**src/rtl/cell_pos_reader_pkg.sv**
```systemverilog
// Shared types and constants for the cell position reader and its skid FIFO.
package cell_pos_reader_pkg;

    localparam int POS_WIDTH      = 32;
    localparam int FIFO_DEPTH     = 2;
    localparam int MEM_RD_LATENCY = 1;

    typedef enum logic [2:0] {
        ST_IDLE     = 3'd0,
        ST_RD_CNT   = 3'd1,
        ST_WAIT_CNT = 3'd2,
        ST_STREAM   = 3'd3,
        ST_DRAIN    = 3'd4,
        ST_DONE     = 3'd5
    } state_e;

endpackage

```
**src/rtl/cell_pos_reader_pos_skid_fifo.sv**
```systemverilog
// Small circular FIFO of {last, pid, pos} absorbing RAM return data while the consumer stalls.
module pos_skid_fifo
    import cell_pos_reader_pkg::*;
#(
    parameter int DATA_WIDTH = 3 * POS_WIDTH,
    parameter int ADDR_WIDTH = 8
) (
    input  logic                               clk,
    input  logic                               rst_n,
    input  logic                               push,
    input  logic [DATA_WIDTH-1:0]              push_pos,
    input  logic [ADDR_WIDTH-1:0]              push_pid,
    input  logic                               push_last,
    input  logic                               pop,
    output logic                               full,
    output logic                               empty,
    output logic [$clog2(FIFO_DEPTH+1)-1:0]    count,
    output logic [DATA_WIDTH-1:0]              head_pos,
    output logic [ADDR_WIDTH-1:0]              head_pid,
    output logic                               head_last
);

    localparam int IW = (FIFO_DEPTH > 1) ? $clog2(FIFO_DEPTH) : 1;
    localparam int CW = $clog2(FIFO_DEPTH + 1);

    logic [DATA_WIDTH-1:0] pos_q  [FIFO_DEPTH];
    logic [DATA_WIDTH-1:0] pos_d  [FIFO_DEPTH];
    logic [ADDR_WIDTH-1:0] pid_q  [FIFO_DEPTH];
    logic [ADDR_WIDTH-1:0] pid_d  [FIFO_DEPTH];
    logic [FIFO_DEPTH-1:0] last_q, last_d;
    logic [IW-1:0]         wr_q, wr_d, rd_q, rd_d;
    logic [CW-1:0]         count_q, count_d;
    logic                  do_push, do_pop;

    assign full  = (count_q == CW'(FIFO_DEPTH));
    assign empty = (count_q == '0);
    assign count = count_q;

    // A push into a full FIFO is only legal when the head leaves in the same cycle.
    assign do_push = push & (~full | pop);
    assign do_pop  = pop & ~empty;

    assign head_pos  = pos_q[rd_q];
    assign head_pid  = pid_q[rd_q];
    assign head_last = last_q[rd_q];

    always_comb begin
        pos_d   = pos_q;
        pid_d   = pid_q;
        last_d  = last_q;
        wr_d    = wr_q;
        rd_d    = rd_q;
        count_d = count_q;
        if (do_push) begin
            pos_d[wr_q]  = push_pos;
            pid_d[wr_q]  = push_pid;
            last_d[wr_q] = push_last;
            wr_d         = (wr_q == IW'(FIFO_DEPTH - 1)) ? '0 : wr_q + 1'b1;
        end
        if (do_pop) begin
            rd_d = (rd_q == IW'(FIFO_DEPTH - 1)) ? '0 : rd_q + 1'b1;
        end
        case ({do_push, do_pop})
            2'b10:   count_d = count_q + 1'b1;
            2'b01:   count_d = count_q - 1'b1;
            default: count_d = count_q;
        endcase
    end

    always_ff @(posedge clk or negedge rst_n) begin
        if (!rst_n) begin
            for (int i = 0; i < FIFO_DEPTH; i++) begin
                pos_q[i] <= '0;
                pid_q[i] <= '0;
            end
            last_q  <= '0;
            wr_q    <= '0;
            rd_q    <= '0;
            count_q <= '0;
        end else begin
            pos_q   <= pos_d;
            pid_q   <= pid_d;
            last_q  <= last_d;
            wr_q    <= wr_d;
            rd_q    <= rd_d;
            count_q <= count_d;
        end
    end

endmodule

```
**src/rtl/cell_pos_reader.sv**
```systemverilog
// Reads the particle count of one cell RAM, then streams every position out on a
// valid/ready port, issuing RAM reads only when the skid FIFO can absorb the return.
module cell_pos_reader
    import cell_pos_reader_pkg::*;
#(
    parameter int DATA_WIDTH   = 3 * POS_WIDTH,
    parameter int PARTICLE_NUM = 220,
    parameter int ADDR_WIDTH   = 8
) (
    input  logic                  clk,
    input  logic                  rst_n,
    input  logic                  start,
    output logic                  busy,
    output logic                  done,
    output logic                  cnt_err,
    output logic [ADDR_WIDTH-1:0] mem_address,
    output logic                  mem_rden,
    output logic                  mem_wren,
    input  logic [DATA_WIDTH-1:0] mem_q,
    output logic                  out_valid,
    input  logic                  out_ready,
    output logic [DATA_WIDTH-1:0] out_pos,
    output logic [ADDR_WIDTH-1:0] out_pid,
    output logic                  out_last
);

    localparam logic [ADDR_WIDTH-1:0] MAX_CNT = ADDR_WIDTH'(PARTICLE_NUM - 1);
    localparam int                    CW      = $clog2(FIFO_DEPTH + 1);
    localparam int                    LAT     = MEM_RD_LATENCY;

    state_e                          state_q, state_d;
    logic [ADDR_WIDTH-1:0]           cnt_q, cnt_d, rd_ptr_q, rd_ptr_d;
    logic                            busy_q, busy_d, done_q, done_d, cnt_err_q, cnt_err_d;
    logic [LAT-1:0]                  vld_pipe_q, vld_pipe_d;
    logic [LAT-1:0][ADDR_WIDTH-1:0]  pid_pipe_q, pid_pipe_d;

    logic                  rd_cnt, rd_part;
    logic [ADDR_WIDTH-1:0] rd_addr, cnt_raw, cnt_clamp;
    logic                  fifo_full, fifo_empty, push_last, handshake, room;
    logic [CW-1:0]         fifo_count;
    logic [3:0]            occ;
    logic [DATA_WIDTH-1:0] head_pos;
    logic [ADDR_WIDTH-1:0] head_pid;
    logic                  head_last;

    assign cnt_raw   = mem_q[ADDR_WIDTH-1:0];
    assign cnt_clamp = (cnt_raw > MAX_CNT) ? MAX_CNT : cnt_raw;

    assign out_valid = ~fifo_empty;
    assign handshake = out_valid & out_ready;
    assign out_pos   = out_valid ? head_pos : '0;
    assign out_pid   = out_valid ? head_pid : '0;
    assign out_last  = out_valid & head_last;

    assign mem_rden    = rd_cnt | rd_part;
    assign mem_address = rd_addr;
    assign mem_wren    = 1'b0;

    assign busy    = busy_q;
    assign done    = done_q;
    assign cnt_err = cnt_err_q;

    assign push_last = (pid_pipe_q[LAT-1] == cnt_q);

    // Occupancy the FIFO will reach once every in-flight read lands, crediting this
    // cycle's pop so a continuously ready consumer sees one word per cycle.
    always_comb begin
        occ = 4'(fifo_count) - 4'(handshake);
        for (int i = 0; i < LAT; i++) begin
            occ = occ + 4'(vld_pipe_q[i]);
        end
    end

    assign room = (occ < 4'(FIFO_DEPTH)) && !(fifo_full && !handshake);

    always_comb begin
        vld_pipe_d    = vld_pipe_q;
        pid_pipe_d    = pid_pipe_q;
        vld_pipe_d[0] = rd_part;
        pid_pipe_d[0] = rd_addr;
        for (int i = 1; i < LAT; i++) begin
            vld_pipe_d[i] = vld_pipe_q[i-1];
            pid_pipe_d[i] = pid_pipe_q[i-1];
        end
    end

    always_comb begin
        state_d   = state_q;
        cnt_d     = cnt_q;
        rd_ptr_d  = rd_ptr_q;
        busy_d    = busy_q;
        done_d    = 1'b0;
        cnt_err_d = cnt_err_q;
        rd_cnt    = 1'b0;
        rd_part   = 1'b0;
        rd_addr   = '0;
        case (state_q)
            ST_IDLE: begin
                if (start) begin
                    state_d   = ST_RD_CNT;
                    busy_d    = 1'b1;
                    cnt_err_d = 1'b0;
                    cnt_d     = '0;
                    rd_ptr_d  = '0;
                end
            end
            ST_RD_CNT: begin
                rd_cnt  = 1'b1;
                state_d = ST_WAIT_CNT;
            end
            ST_WAIT_CNT: begin
                cnt_d = cnt_clamp;
                if (cnt_raw > MAX_CNT) cnt_err_d = 1'b1;
                if (cnt_clamp == '0) begin
                    state_d = ST_DONE;
                    done_d  = 1'b1;
                end else begin
                    // FIFO is empty here, so particle 1 is fetched straight away.
                    rd_part  = 1'b1;
                    rd_addr  = ADDR_WIDTH'(1);
                    rd_ptr_d = ADDR_WIDTH'(2);
                    state_d  = (cnt_clamp == ADDR_WIDTH'(1)) ? ST_DRAIN : ST_STREAM;
                end
            end
            ST_STREAM: begin
                if (room) begin
                    rd_part = 1'b1;
                    rd_addr = rd_ptr_q;
                    if (rd_ptr_q == cnt_q) state_d  = ST_DRAIN;
                    else                   rd_ptr_d = rd_ptr_q + 1'b1;
                end
            end
            ST_DRAIN: begin
                if (handshake && head_last) begin
                    state_d = ST_DONE;
                    done_d  = 1'b1;
                end
            end
            ST_DONE: begin
                busy_d  = 1'b0;
                state_d = ST_IDLE;
            end
            default: state_d = ST_IDLE;
        endcase
    end

    always_ff @(posedge clk or negedge rst_n) begin
        if (!rst_n) begin
            state_q    <= ST_IDLE;
            cnt_q      <= '0;
            rd_ptr_q   <= '0;
            busy_q     <= 1'b0;
            done_q     <= 1'b0;
            cnt_err_q  <= 1'b0;
            vld_pipe_q <= '0;
            pid_pipe_q <= '0;
        end else begin
            state_q    <= state_d;
            cnt_q      <= cnt_d;
            rd_ptr_q   <= rd_ptr_d;
            busy_q     <= busy_d;
            done_q     <= done_d;
            cnt_err_q  <= cnt_err_d;
            vld_pipe_q <= vld_pipe_d;
            pid_pipe_q <= pid_pipe_d;
        end
    end

    pos_skid_fifo #(
        .DATA_WIDTH (DATA_WIDTH),
        .ADDR_WIDTH (ADDR_WIDTH)
    ) u_fifo (
        .clk       (clk),
        .rst_n     (rst_n),
        .push      (vld_pipe_q[LAT-1]),
        .push_pos  (mem_q),
        .push_pid  (pid_pipe_q[LAT-1]),
        .push_last (push_last),
        .pop       (handshake),
        .full      (fifo_full),
        .empty     (fifo_empty),
        .count     (fifo_count),
        .head_pos  (head_pos),
        .head_pid  (head_pid),
        .head_last (head_last)
    );

endmodule

```
**config.mk**
```make
export PLATFORM = sky130hd
export DESIGN_NAME = cell_pos_reader
export DESIGN_NICKNAME = d
export VERILOG_FILES = /design/src/rtl/cell_pos_reader_pkg.sv /design/src/rtl/cell_pos_reader_pos_skid_fifo.sv /design/src/rtl/cell_pos_reader.sv
export SDC_FILE = /design/constraint.sdc
export NUM_CORES = 1
export LEC_CHECK = 0
export CAP_MARGIN = 5
export CORE_ASPECT_RATIO = 0.75
export CORE_MARGIN = 4
export CORE_UTILIZATION = 68
export CTS_CLUSTER_DIAMETER = 200
export DETAILED_ROUTE_END_ITERATION = 16
export DONT_BUFFER_PORTS = 1
export GPL_TIMING_DRIVEN = 0
export PLACE_DENSITY = 0.95
export SLEW_MARGIN = 15
export SYNTH_ARGS = -nofsm -noshare
export SYNTH_HDL_FRONTEND = slang
export SYNTH_SLANG_ARGS = --single-unit
```
**constraint.sdc**
```tcl
create_clock -name clk -period 8.5 [get_ports clk]
set_clock_uncertainty 0.15 [all_clocks]
set_input_delay 1.7 -clock clk [delete_from_list [all_inputs] [get_ports clk]]
set_output_delay 1.7 -clock clk [all_outputs]
set_load 0.01 [all_outputs]
```
-- Word-level counts from Yosys, hierarchy flattened
Cells that the tools add are included.
- bits in registers: 245
- output and inout bits: 119
- input bits: 100
- $lt $le $gt $ge: 8
- bitwise operators: 10
- mux-type cells: 51
- add/subtract/negate cells: 7
- equality and inequality tests: 18
- reductions and logical operators: 19
- operators with widths (cell ; count):
    $mux 96 ; 5
    $bwmux 192 ; 1
    $demux 96 s1 ; 1
    $mux 8 ; 11
    $pmux 8 s2 ; 2
    $pmux 8 s3 ; 1
    $mux 3 ; 6
    $bwmux 16 ; 1
    $eq 8x8->1 ; 2
    $pmux 3 s5 ; 1
    $mux 1 ; 14
    $ne 2x2->1 const B ; 7
    $add 8x1->8 const B ; 1
    $demux 8 s1 ; 1
    $eq 8x1->1 const B ; 1
    $gt 8x8->1 const B ; 1
    $logic_not 8->1 ; 1
    $pmux 1 s2 ; 4
    $eq 3x2->1 const B ; 2
    $eq 3x3->1 const B ; 2
    $reduce_bool 2->1 ; 3
    $logic_and 1x1->1 ; 5
    $reduce_and 5->1 ; 1
    $add 3x2->4 ; 1
    other kinds (26) ; 38

-- Depth between registers and ports, before layout
Gate-level depths: netlist of the first run.
- word-level depth: 10
- depth in mapped cells: 13
- depth with buffers taken out: 11

-- Hierarchy
From an unflattened synthesis of the first run, not the netlist that was laid out.
- cell total of the unflattened synthesis: 879
- area total of the unflattened synthesis: 11693.7 um2
- by module, submodules not included (module ; cells each ; times used ; area each (um2) ; seq. area each (um2)):
    pos_skid_fifo ; 578 ; 1 ; 9226.3 ; 5355.1
    cell_pos_reader ; 301 ; 1 ; 2467.4 ; 775.7

-- Least setup slack after synthesis of the first run
Ideal clock, no wire load.
- kind: input -> output
- start point: input port out_ready
- end point: output port mem_address[1]
- cell stages on the path: 10
- slack: 3.245 ns
- arrival time: 3.405 ns
- cell sequence: nand3b_4 -> inv_1 -> ha_1 -> inv_1 -> ha_1 -> nand2_1 -> a211o_1 -> a211oi_4 -> clkbuf_1 -> and3_1
- longest elaborated chain between the ends: 7
- elaborated cells on any way between the ends: 10
- those cells by class: add/sub: 2; order compare: 1; mux: 2; bitwise: 1; reduce/logical: 4
- ends and longest elaborated chain (what ; line ; source):
    start: declaration ; cell_pos_reader.sv:21 ; input logic out_ready,
    $and 1x1->1 * ; cell_pos_reader.sv:50 ; assign handshake = out_valid & out_ready;
    $sub 2x1->3 / $logic_not 1->1 (equally long branches) ; cell_pos_reader.sv:68, cell_pos_reader.sv:74 ;
    $add 3x2->4 / $logic_and 1x1->1 (equally long branches) ; cell_pos_reader.sv:70, cell_pos_reader.sv:74 ;
    $lt 4x2->1 / $logic_not 1->1 (equally long branches) ; cell_pos_reader.sv:74 ; assign room = (occ < 4'(FIFO_DEPTH)) && !(fifo_full && !handshake);
    $logic_and 1x1->1 * ; cell_pos_reader.sv:74 ;
    $mux 8 * ; cell_pos_reader.sv:126 ; if (room) begin
    $pmux 8 s2 * ; cell_pos_reader.sv:97 ; case (state_q)
    end: declaration ; cell_pos_reader.sv:16 ; output logic [ADDR_WIDTH-1:0] mem_address,
Every way passes the cells marked *; elsewhere a longest branch is shown, timed or not.

-- Worst setup path in the final report of the first run
Same ends and word-level chain as after synthesis.

==> flow_summary_export.csv, run 1 <==
group,metric,value,unit
run_status,status,"complete, no violations",
worst_setup_path,critPathKind,"in -> out",
synthesis,avgSynthCellArea,12.7,um^2
synthesis,synth_compound_area_frac,0.0295,
worst_setup_path,crit_fanout,10,
die,start_util,0.698,
detailed_routing,vias,7223,
detailed_routing,top_layer_used,"met4",
detailed_routing,totalWireLength,26.5,mm
clocking,clk_path_buf_depth,3,
layout,final_common_cell,"dfrtp_1",
clocking,root_buffer,"clkbuf_16",
global_routing,grt_usage,0.280,
synthesis,ys_async_sr_fraction,1.00,
sta,slew_viol_final,0,
synthesis,synthAdderAreaFrac,0.00556,
detailed_routing,routedWlPerCell,23.2,um
global_routing,overflow,0,
placed_design,hpwl,17.9,mm
worst_setup_path,endpoint_kind,"output port",
layout,num-fill-cells,960,
worst_setup_path,required,6.65,ns
worst_setup_path,max_stage_delay,0.39,ns
power_and_ir_drop,power_leakage,5.68,nW
synthesis,synth_cells,888,
power_and_ir_drop,p_per_area,449,nW/um^2
sta,slew_headroom,0.399,
sta,hold_viol,0,
sta,worst_pin_slew,0.902,ns
clocking,cts_hold_repair.buffers,0,
power_and_ir_drop,combPwrFrac,0.432,
worst_setup_path,start_kind,"input pin",
layout,drive_above_1_share,0.297,
synthesis,synth_cell_types,47,
global_routing,antenna_found_initial,0,
synthesis,synth_seq_cells,245,
layout,most-common-layout-cells,"dfrtp_1 (245), mux2_2 (210), nor2_1 (122)",
synthesis,synthMuxAreaShare,0.306,
sta,rsz0062_at_grt,"false",
detailed_routing,drcViolationCount,0,
sta,layout_worst_path_cycle_share,0.657,
global_routing,grt_pass1_wl,41.9,mm
synthesis,synth_top_family_by_area,"multiplexers",
clocking,ctsResizeCount,0,
power_and_ir_drop,peakVddDrop,0.283,mV
clocking,htree_levels,1,
clocking,postCtsSetupBuffers,0,
job,drv_cap,0,
worst_setup_path,crit_cells,10,
global_routing,grt_max_degree,246,
clocking,cts_buffers,24,
synthesis,synth_edf_count,0,
layout,n_antenna_cell,0,
detailed_routing,wl_met3,2.45,mm
power_and_ir_drop,clockPowerShare,0.197,
die,ios,219,
worst_setup_path,path_delay_family,"compound AO/OA/AOI/OAI gates",
sta,finalCriticalPeriod,5.59,ns
clocking,cts_sinks,245,
synthesis,syn_area,11200,um^2
power_and_ir_drop,switching_share,0.382,
worst_setup_path,slowest_stage,"a211oi_4",
clocking,clock_latency,0.50,ns
synthesis,synth_nets,993,
worst_setup_path,path_cells,"nand3b_4 > inv_1 > ha_1 > inv_1 > ha_1 > nand2_1 > a211o_1 > a211oi_4 > clkbuf_1 > and3_1",
synthesis,ys_warn_count,0,
clocking,clk_pin_slew,0.06,ns
die,dieArea,18700,um^2
sta,max_freq,179,MHz
placed_design,gp_congestion,0.928,
power_and_ir_drop,power,0.00554,W
die,die_w,156,um
synthesis,ys_seq_area_frac,0.545,
detailed_routing,wl_met1,10.9,mm
min_path,hold_depth,1,
synthesis,synth_xor_area_frac,0.0164,
worst_setup_path,worstPathArrival,3.74,ns
detailed_routing,dr.pass1.iters,6,
worst_setup_path,path_buf_inv,3,
min_path,hold_class,"reg -> reg",
detailed_routing,wl_met2,12.5,mm
layout,nNetsFinal,1019,
sta,setup_viol,0,
die,fp.dieH,119,um
detailed_routing,drt_iter0_drc,502,
layout,syn_to_final_growth,9.85,%
power_and_ir_drop,power_frac_seq,0.371,
detailed_routing,vias_per_cell,6.32,
placed_design,portBuffers,0,
die,core_area,16100,um^2
die,core.rowCount,40,
synthesis,synth-simple-area-share,0.0733,
sta,setup_tns,0,ns
detailed_routing,drtAntennaViolNets,0,
worst_setup_path,reg2reg_depth,12,
power_and_ir_drop,p_int,0.00342,W
global_routing,grt_pass1_vias,7669,
clocking,cts_tree,"done",
synthesis,synth_ff_type,"dfrtp_1",
power_and_ir_drop,p_sw,0.00212,W
-- logic make-up after synthesis --
| group | after synthesis |
|---|---|
| muxes | 317 |
| DFF | 245 |
| buffers and inverters | 59 |
| AOI/OAI and AO/OA | 51 |
| other | 1 |
| adders and majority gates | 5 |
| and+or+nand+nor | 189 |
| xor gates and xnor gates | 21 |
-- power groups by stage --
stage / clock, W / combinational [W] / sequential (W)
global route: 0.00116 / 0.00259 / 0.00211
detailed placement: 0 / 0.00236 / 0.00205
CTS: 0.00111 / 0.00240 / 0.00204
global placement: 0 / 0.00228 / 0.00199
finish: 0.00109 / 0.00240 / 0.00205
floorplan: 0 / 0.00192 / 0.00193
-- worst paths after layout --
path	from	end	slack [ns]
setup / recovery	out_ready	mem_address[1]	2.91
hold / removal	u_fifo.pos_q[12]$_DFFE_PN0P_	u_fifo.pos_q[12]$_DFFE_PN0P_	0.36
setup reg to reg	u_fifo.count[0]$_DFFE_PN0P_	state_q[0]$_DFFE_PN0P_	5.47
hold reg to reg	u_fifo.pos_q[12]$_DFFE_PN0P_	u_fifo.pos_q[12]$_DFFE_PN0P_	0.36
max in group asynchronous	rst_n	u_fifo.pos_q[2]$_DFFE_PN0P_	6.84
min in group asynchronous	rst_n	u_fifo.pid_q[10]$_DFFE_PN0P_	0.74
-- sequential cells by signal, summed over array words and instances (netlist names) --
register / flops
cnt_q: 8
vld_pipe_q: 1
cnt_err: 1
u_fifo.pid_q: 16
pid_pipe_q: 8
u_fifo.wr_q: 1
state_q: 3
done: 1
u_fifo.pos_q: 192
u_fifo.last_q: 2
busy: 1
rd_ptr_q: 8
u_fifo.rd_q: 1
u_fifo.count: 2
-- layout make-up --
class                           instances  area, um^2  share of cell area
Clock buffer                           41         816              0.0661
Buffer                                 51         240              0.0195
Inverter                                8        30.0             0.00243
Sequential cell                       245        6130               0.496
Tap cell                              210         263              0.0213
Multi-Input combinational cell        584        4840               0.392
Clock inverter                          3        28.8             0.00233
-- synth_stat cells (all sizes together) (2+ instances only) --
library cell	instances	area, um^2
nor4	3	18.8
nand3	5	25.0
a22o	3	26.3
dfrtp	245	6130
and2	4	25.0
nand2b	4	25.0
xor2	8	70.1
and3	8	50.1
nor2	122	458
buf	35	180
mux2	210	2360
a31oi	3	18.8
o31ai	4	30.0
nand2	26	97.6
xnor2	13	114
or4	2	15.0
ha	5	62.6
nor3	3	15.0
nand4	5	31.3
inv	8	30.0
clkbuf	16	60.1
mux2i	107	1070
a21oi	12	63.8
a31o	2	17.5
o21ai	18	90.1
-- routing by layer --
layer	global-route usage	up-vias
li1	-	3149
met1	0.376	3660
met2	0.443	343
met3	0.0908	71
met4	0.0791	0
met5	0	-
-- stage by stage --
stage                     cells  hold WS [ns]   util  cell area, um^2  worst slack (ns)
after floorplan             888         0.318      -            11200              3.24
after global placement     1098         0.332  0.714            11500              2.96
after detailed placement   1098         0.344  0.714            11500              2.94
after CTS                  1142         0.358  0.766            12400              2.95
after global routing       1142         0.369  0.766            12400              2.80
final                      1142         0.357  0.766            12400              2.91
Note: power is estimated with default switching activity, not from simulation.
==> inputs of run 2 (changes only) <==
- CORE_UTILIZATION: 68 -> 57
- PLACE_DENSITY: 0.95 -> 0.86
- clock period: 8.5 -> 5 ns (I/O delays scaled with it)
==> run 2 against run 1 <==
Effect of this change: sequential share of layout area fell by 0.18 points; clock power up 72%; non-clock buffer count did not move; final area up 0.36%; combinational power rose by 66%; worst setup slack worse by 2.2 ns; register-to-register slack got worse by 3.5 ns; critical endpoint is now mem_address[7]; largest power group unchanged.
==> flow_summary_export.csv, run 2 (synthesis gave the netlist of run 1 again) <==
group,metric,value,unit
min_path,hold_class,"in -> async",
sta,rsz0062_at_grt,"false",
die,dieArea,22100,um^2
sta,worst_pin_slew,0.863,ns
die,core_area,19400,um^2
clocking,cts_hold_repair.buffers,0,
worst_setup_path,slowest_stage,"a211oi_4",
detailed_routing,totalWireLength,24.8,mm
worst_setup_path,path_delay_family,"compound AO/OA/AOI/OAI gates",
placed_design,portBuffers,0,
clocking,ctsResizeCount,0,
worst_setup_path,reg2reg_depth,12,
die,ios,219,
detailed_routing,drtAntennaViolNets,0,
layout,instances_no_fill,1184,
clocking,clock_latency,0.51,ns
global_routing,grt_pass1_wl,38.8,mm
sta,slew_headroom,0.420,
power_and_ir_drop,p_sw,0.00346,W
detailed_routing,vias_per_cell,5.86,
placed_design,dpl.cell_count,1141,
die,die_w,170,um
worst_setup_path,timing.rr.end,"state_q[0]$_DFFE_PN0P_",
worst_setup_path,path_cells,"buf_6 > nand3b_4 > inv_1 > ha_1 > inv_1 > ha_1 > nand2_1 > a211o_1 > a211oi_4 > clkbuf_1 > and3_1",
placed_design,hpwl,17.3,mm
worst_setup_path,start_kind,"flip-flop",
layout,drive_above_1_share,0.295,
sta,finalCriticalPeriod,4.31,ns
power_and_ir_drop,power_leakage,5.67,nW
layout,largest_reg_flops,192,
sta,slew_viol_final,0,
detailed_routing,dr.pass1.iters,5,
clocking,clk_pin_slew,0.06,ns
power_and_ir_drop,combPwrFrac,0.428,
power_and_ir_drop,switching_share,0.372,
sta,setup_tns,0,ns
worst_setup_path,timing.rr.start,"u_fifo.count[0]$_DFFE_PN0P_",
clocking,cts_buffers,24,
die,start_util,0.580,
layout,largestRegisters,"u_fifo.pos_q: 192 flops, u_fifo.pid_q: 16 flops",
placed_design,gp_congestion,0.831,
clocking,cts_sinks,245,
worst_setup_path,path_buf_inv,4,
worst_setup_path,critPathKind,"reg -> out",
detailed_routing,vias,6944,
clocking,htree_levels,1,
global_routing,grt_usage,0.218,
detailed_routing,routedWlPerCell,21.0,um
detailed_routing,drcViolationCount,0,
clocking,clk_path_buf_depth,3,
worst_setup_path,r2r_slack,1.95,ns
sta,hold_viol,0,
layout,n_antenna_cell,0,
layout,syn_to_final_growth,10.2,%
power_and_ir_drop,clockPowerShare,0.202,
die,fp.dieH,130,um
detailed_routing,drt_iter0_drc,482,
global_routing,antenna_found_initial,0,
layout,nNetsFinal,1019,
clocking,postCtsSetupBuffers,0,
sta,max_freq,232,MHz
power_and_ir_drop,p_int,0.00585,W
worst_setup_path,crit_fanout,10,
worst_setup_path,required,3.85,ns
layout,most-common-layout-cells,"dfrtp_1 (245), mux2_2 (210), nor2_1 (122)",
layout,top_register,"u_fifo.pos_q",
clocking,cts_tree,"done",
power_and_ir_drop,p_per_area,751,nW/um^2
layout,final_common_cell,"dfrtp_1",
clocking,root_buffer,"clkbuf_16",
worst_setup_path,endpoint_kind,"output port",
power_and_ir_drop,power_frac_seq,0.370,
global_routing,grt_pass1_vias,7226,
sta,layout_worst_path_cycle_share,0.863,
run_status,status,"complete, no violations",
die,core.rowCount,44,
power_and_ir_drop,peakVddDrop,0.422,mV
global_routing,grt_max_degree,246,
sta,setup_viol,0,
global_routing,overflow,0,
worst_setup_path,worstPathArrival,3.16,ns
worst_setup_path,max_stage_delay,0.43,ns
job,drv_cap,0,
-- run 2: cell count changes in the layout (fill, tap and decap cells not counted), sizes merged --
cell and delta:
bufinv +3, clkinv +3, clkbuf -7
-- run 2: area by class of cell --
cell class	instances	area, um^2
buffer	51	240
clock buffer	34	709
clock inverter	9	126
fill	1442	6980
inverter	8	30.0
multi-input combinational	584	4840
sequential	245	6130
tap	253	317
-- run 2: power by group through the flow --
| stage | sequential, W | clock, W | combinational (W) |
|---|---|---|---|
| 2_1_floorplan | 0.00329 | 0 | 0.00326 |
| 3_3_place_gp | 0.00339 | 0 | 0.00388 |
| 3_5_place_dp | 0.00346 | 0 | 0.00400 |
| 4_1_cts | 0.00344 | 0.00192 | 0.00403 |
| 5_1_grt | 0.00354 | 0.00200 | 0.00435 |
| 6_report | 0.00344 | 0.00188 | 0.00399 |
-- run 2: worst max-delay path by stage --
stage | startpoint | endpoint | slack, ns | cells past startpoint
after detailed placement | out_ready | mem_address[7] | 0.79 | 10
after floorplan | out_ready | mem_address[1] | 1.14 | 10
after global placement | out_ready | mem_address[7] | 0.86 | 10
final | u_fifo.count[0]$_DFFE_PN0P_ | mem_address[7] | 0.69 | 11
after CTS | u_fifo.count[0]$_DFFE_PN0P_ | mem_address[7] | 0.69 | 11
after global routing | u_fifo.count[0]$_DFFE_PN0P_ | mem_address[7] | 0.50 | 11
-- run 2: layer usage --
| metal | global-route usage | wire, um | vias to the layer above | share of wire |
|---|---|---|---|---|
| met2 | 0.347 | 11400 | 256 | 0.46 |
| met4 | 0.0362 | 408 | 0 | 0.016 |
| met3 | 0.0765 | 2410 | 41 | 0.097 |
| li1 | - | - | 3164 | - |
| met1 | 0.299 | 10600 | 3483 | 0.43 |
| met5 | 0 | 0 | - | 0 |
-- run 2: metrics by stage --
stage	util	hold WS [ns]	instance area (um^2)	power (W)	worst slack [ns]
floorplan	-	0.318	11200	0.00655	1.14
global placement	0.597	0.332	11600	0.00727	0.862
detailed placement	0.597	0.342	11600	0.00745	0.790
CTS	0.640	0.0192	12400	0.00939	0.687
global route	0.640	0.0118	12400	0.00989	0.499
finish	0.640	0.0388	12400	0.00931	0.686
==> RTL change 1: new RTL, settings of run 1 <==
Change the package constant `MEM_RD_LATENCY` from 1 to 2.
--- a/src/rtl/cell_pos_reader_pkg.sv
+++ b/src/rtl/cell_pos_reader_pkg.sv
@@ -3,7 +3,7 @@
 
     localparam int POS_WIDTH      = 32;
     localparam int FIFO_DEPTH     = 2;
-    localparam int MEM_RD_LATENCY = 1;
+    localparam int MEM_RD_LATENCY = 2;
 
     typedef enum logic [2:0] {
         ST_IDLE     = 3'd0,
Function: changed (Yosys sat finds a counterexample within 10 cycles, from zero or initial values and one cycle with rst_n low).
==> RTL change 1 against run 1 <==
- register-to-register slack worse by 1.4 ns
- synthesized cell count rose by 0.90%
- routed wire length decreased by 0.75%
- area after synthesis grew 2.8%
- power increased by 7.5%
- critical path type is now reg2out
- fmax shrank 14%
- sequential cell count is 9 higher
- worst hold slack worse by 0.16 ns
- cell area grew 2.9%
- setup slack lost 0.91 ns
==> RTL change 1: results <==
[logic_synthesis]
synth_compound_area_share_pct = 2.87
yosys.area_share.adder_pct = 0.649
ys.warnings.count = 0
ys_types = 47
async_flop_share_pct = 100
seq_area_frac_synth_pct = 55.0
synthMuxAreaShare_pct = 29.7
synth-xor-area-share_pct = 1.67
synth_top_cells_by_area = "dfrtp_1, mux2_2, mux2i_1"
synth_flop_cell = "dfrtp_1"
synth_common_cells = "dfrtp_1, mux2_2, nor2_1, mux2i_1, mux2_1"

[clock_tree]
cts-htree-levels = 1
postCtsResizedCells = 0
clock_latency_ns = 0.51
cts_buffer_depth = 3
clockRootBuffer = "clkbuf_16"
clk_pin_slew_ns = 0.07
cts_buffers = 24
postCtsSetupRepairBufs = 0

[cells_and_area]
insertedDiodeCount = 0
layout-drive-gt1-share_pct = 25.4
largestRegisters = "u_fifo.pos_q x192, u_fifo.pid_q x16"
final_nets = 1028
fillerInstances = 980

[worst_hold_path]
hold_path.class = "reg2reg"

[global_routing]
first_global_vias = 7695
met1_usage_pct = 33.8
grt.total_usage_pct = 27.3
grtUsageMet2_pct = 47.1
grt_pass1_wl_mm = 41.3
grt_max_degree = 255
grtUsageMet3_pct = 8.20
grt_antenna_before_repair = 0

[power]
ir_worst_vdd_mv = 0.388
leakage_nw = 5.88

[status]
run_status = "completed"

[routing]
wl_met3_mm = 2.25
routed_wl_mm = 26.3
vias_per_cell = 6.20
highest-signal-layer = "met4"
wl_met2_mm = 13.2
drt_iter0_drc = 500
drt-met1-wl_mm = 10.3
dr.pass1.iters = 4

[place]
hpwlAfterDp_mm = 17.9
place.gp.congestion = 0.899
place_area_um2 = 11800
port_buffers = 0

[timing]
maxSlewHeadroom_pct = 47.2

[critical_path]
worstPathArrival_ns = 4.65
worst-path-max-fanout = 10
RTL change 1: cell count changes after synthesis, moves of 5 or more:
cell | before | now
a21oi_1 | 11 | 6
buf_1 | 15 | 10
buf_2 | 12 | 17
buf_4 | 7 | 14
buf_6 | 1 | 6
dfrtp_1 | 245 | 254
inv_1 | 8 | 13
mux2_1 | 0 | 50
mux2_2 | 210 | 160
o21ai_0 | 17 | 11
xnor2_1 | 13 | 21
xor2_1 | 8 | 1
RTL change 1: per-stage QoR:
stage               total power, mW  instances  worst slack, ns
CTS                            5.99       1150             2.00
global placement               4.61       1106             2.23
global route                   6.32       1150             1.73
finish                         5.96       1150             2.00
floorplan                      4.17        896             2.66
detailed placement             4.75       1106             2.16
RTL change 1: cell families after synthesis:
family | count (synthesis)
flops | 254
simple gates | 182
fa+ha+maj | 6
other cells | 1
mux | 317
xor+xnor | 22
compound gates | 42
buf+inv | 72
RTL change 1: path summary, 6_finish.rpt:
kind | startpoint | endpoint | slack, ns | depth (start not counted)
setup / recovery | u_fifo.count[0] | mem_address[0] | 2.00 | 17
hold / removal | pid_pipe_d[13] | pid_pipe_q[13] | 0.20 | 0
setup reg to reg | u_fifo.count[0] | rd_ptr_q[1] | 4.10 | 16
hold reg to reg | pid_pipe_d[13] | pid_pipe_q[13] | 0.20 | 0
max in group asynchronous | rst_n | rd_ptr_q[1] | 7.08 | 0
min in group asynchronous | rst_n | u_fifo.pos_q[151] | 0.74 | 0
RTL change 1: report_power, final:
| part | total (mW) | internal, mW | switching [mW] |
|---|---|---|---|
| sequential | 2.17 | 1.81 | 0.362 |
| combinational | 2.61 | 1.17 | 1.43 |
| clock | 1.18 | 0.736 | 0.446 |
RTL change 1: area by class of cell:
| type | instances | area, um2 | area share [%] |
|---|---|---|---|
| flip-flops and latches | 254 | 6360 | 50.0 |
| multi-input cells | 570 | 4810 | 37.9 |
| clock buffers | 36 | 717 | 5.64 |
| plain buffers | 59 | 340 | 2.68 |
| well taps | 210 | 263 | 2.07 |
| clock inverters | 8 | 173 | 1.36 |
| inverters | 13 | 48.8 | 0.384 |
RTL change 1: worst max-delay path, stage by stage, from the launching register on:
cell and delay [ns]:
dfrtp_1 0.36, buf_2 0.16, nor2_1 0.45, inv_1 0.23
nand2_1 0.27, inv_1 0.11, ha_1 0.30, inv_1 0.04
ha_1 0.27, nand2_1 0.14, nand2b_1 0.08, ha_1 0.20
xor2_1 0.17, a2111oi_4 0.69, and2_1 0.24, nand2_1 0.06
o21ai_0 0.17, buf_4 0.20
==> RTL change 2: new RTL, flow settings as in run 1 <==
Made on the original files. The 6 states of `state_e` get a one-hot encoding in 6 bits.
--- a/src/rtl/cell_pos_reader_pkg.sv
+++ b/src/rtl/cell_pos_reader_pkg.sv
@@ -5,13 +5,13 @@
     localparam int FIFO_DEPTH     = 2;
     localparam int MEM_RD_LATENCY = 1;
 
-    typedef enum logic [2:0] {
-        ST_IDLE     = 3'd0,
-        ST_RD_CNT   = 3'd1,
-        ST_WAIT_CNT = 3'd2,
-        ST_STREAM   = 3'd3,
-        ST_DRAIN    = 3'd4,
-        ST_DONE     = 3'd5
+    typedef enum logic [5:0] {
+        ST_IDLE     = 6'b000001,
+        ST_RD_CNT   = 6'b000010,
+        ST_WAIT_CNT = 6'b000100,
+        ST_STREAM   = 6'b001000,
+        ST_DRAIN    = 6'b010000,
+        ST_DONE     = 6'b100000
     } state_e;
 
 endpackage
Check against the original RTL: no difference found for any inputs over 4 cycles, from zero or initial values and one cycle with rst_n low; so few cycles prove little.
==> RTL change 2 against run 1 <==
- routed wire length rose by 2.1%
- count of clock-buffer cells in the layout down 9
- cell area up 2.4%
- power is 17% lower
- critical path depth decreased by 2
- worst hold slack got worse by 0.0040 ns
- sequential cell count grew 3
- setup slack better by 0.038 ns
- global-route usage rose by 0.40 points
- die area increased by 2.4%
- non-clock buffer count is 7 higher
- area after synthesis increased by 2.5%
- utilization is 0.84 points higher
==> RTL change 2: results <==
[cells_and_area]
finalNonFillerCells = 1170
fillerInstances = 939
final-nonclk-buf-share_pct = 2.51
final_nets = 1048
inverters = 10
nNonClkBuffers = 58
seqCellArea_um2 = 6210
multi_input_area_um2 = 4960

[routing]
wl_met2_mm = 13.1
routedWlPerCell_um = 23.1
wl_met3_mm = 2.54
dr.pass1.iters = 5
vias_per_cell = 6.32
drt-met1-wl_mm = 10.9

[critical_path]
r2r_setup_slack_ns = 5.64
rr_worst_depth = 9
cp-endpoint = "mem_address[6]"
reg2reg_to = "rd_ptr_q[6]"

[status]
run_status = "completed"

[place]
hpwlAfterDp_mm = 18.5
pre_cts_ws_ns = 2.97
place.gp.congestion = 0.887

[logic_synthesis]
yosys.area_share.adder_pct = 0.543
seq_area_frac_synth_pct = 53.9
synth_top_cells_by_area = "dfrtp_1, mux2_2, mux2i_1"
ys_types = 51
synth_compound_area_share_pct = 2.56
synth-xor-area-share_pct = 1.67
syn_avg_cell_area_um2 = 12.6
synthMuxAreaShare_pct = 29.8

[power]
cellPowerDensity_nw_per_um2 = 362
ir_worst_vdd_mv = 0.257
leakage_nw = 6.25
power_switching_mw = 1.64

[timing]
maxSlewHeadroom_pct = 47.1
finalCriticalPeriod_ns = 5.55

[worst_hold_path]
holdPathEnd = "u_fifo.pos_q[135]"
min_from = "u_fifo.pos_q[135]"

[global_routing]
grtUsageMet3_pct = 8.80
grt.total_usage_pct = 28.4
grtUsageMet2_pct = 47.0
==> RTL change 2: cell count changes after synthesis, moves of 5 or more <==
cell and delta:
mux2_2 -5, nor3_1 +8, nand3_1 +8, buf_1 -9, xnor2_1 +8, o21ai_0 -6
mux2_1 +7, buf_2 +8, buf_6 +6, xor2_1 -7
==> RTL change 2: power groups by stage <==
stage / Combinational [mW] / Sequential (mW) / Clock, mW
global placement: 1.54 / 1.79 / 0
global route: 1.78 / 1.87 / 1.19
detailed placement: 1.60 / 1.83 / 0
CTS: 1.63 / 1.82 / 1.14
finish: 1.63 / 1.83 / 1.13
floorplan: 1.29 / 1.75 / 0
==> RTL change 2: worst max-delay path, cell delays in order <==
cell	delay (ns)
nor3b_1	0.27
ha_1	0.30
inv_1	0.06
ha_1	0.24
nor4_1	0.31
mux2_2	0.32
buf_2	0.23
and3_1	0.28
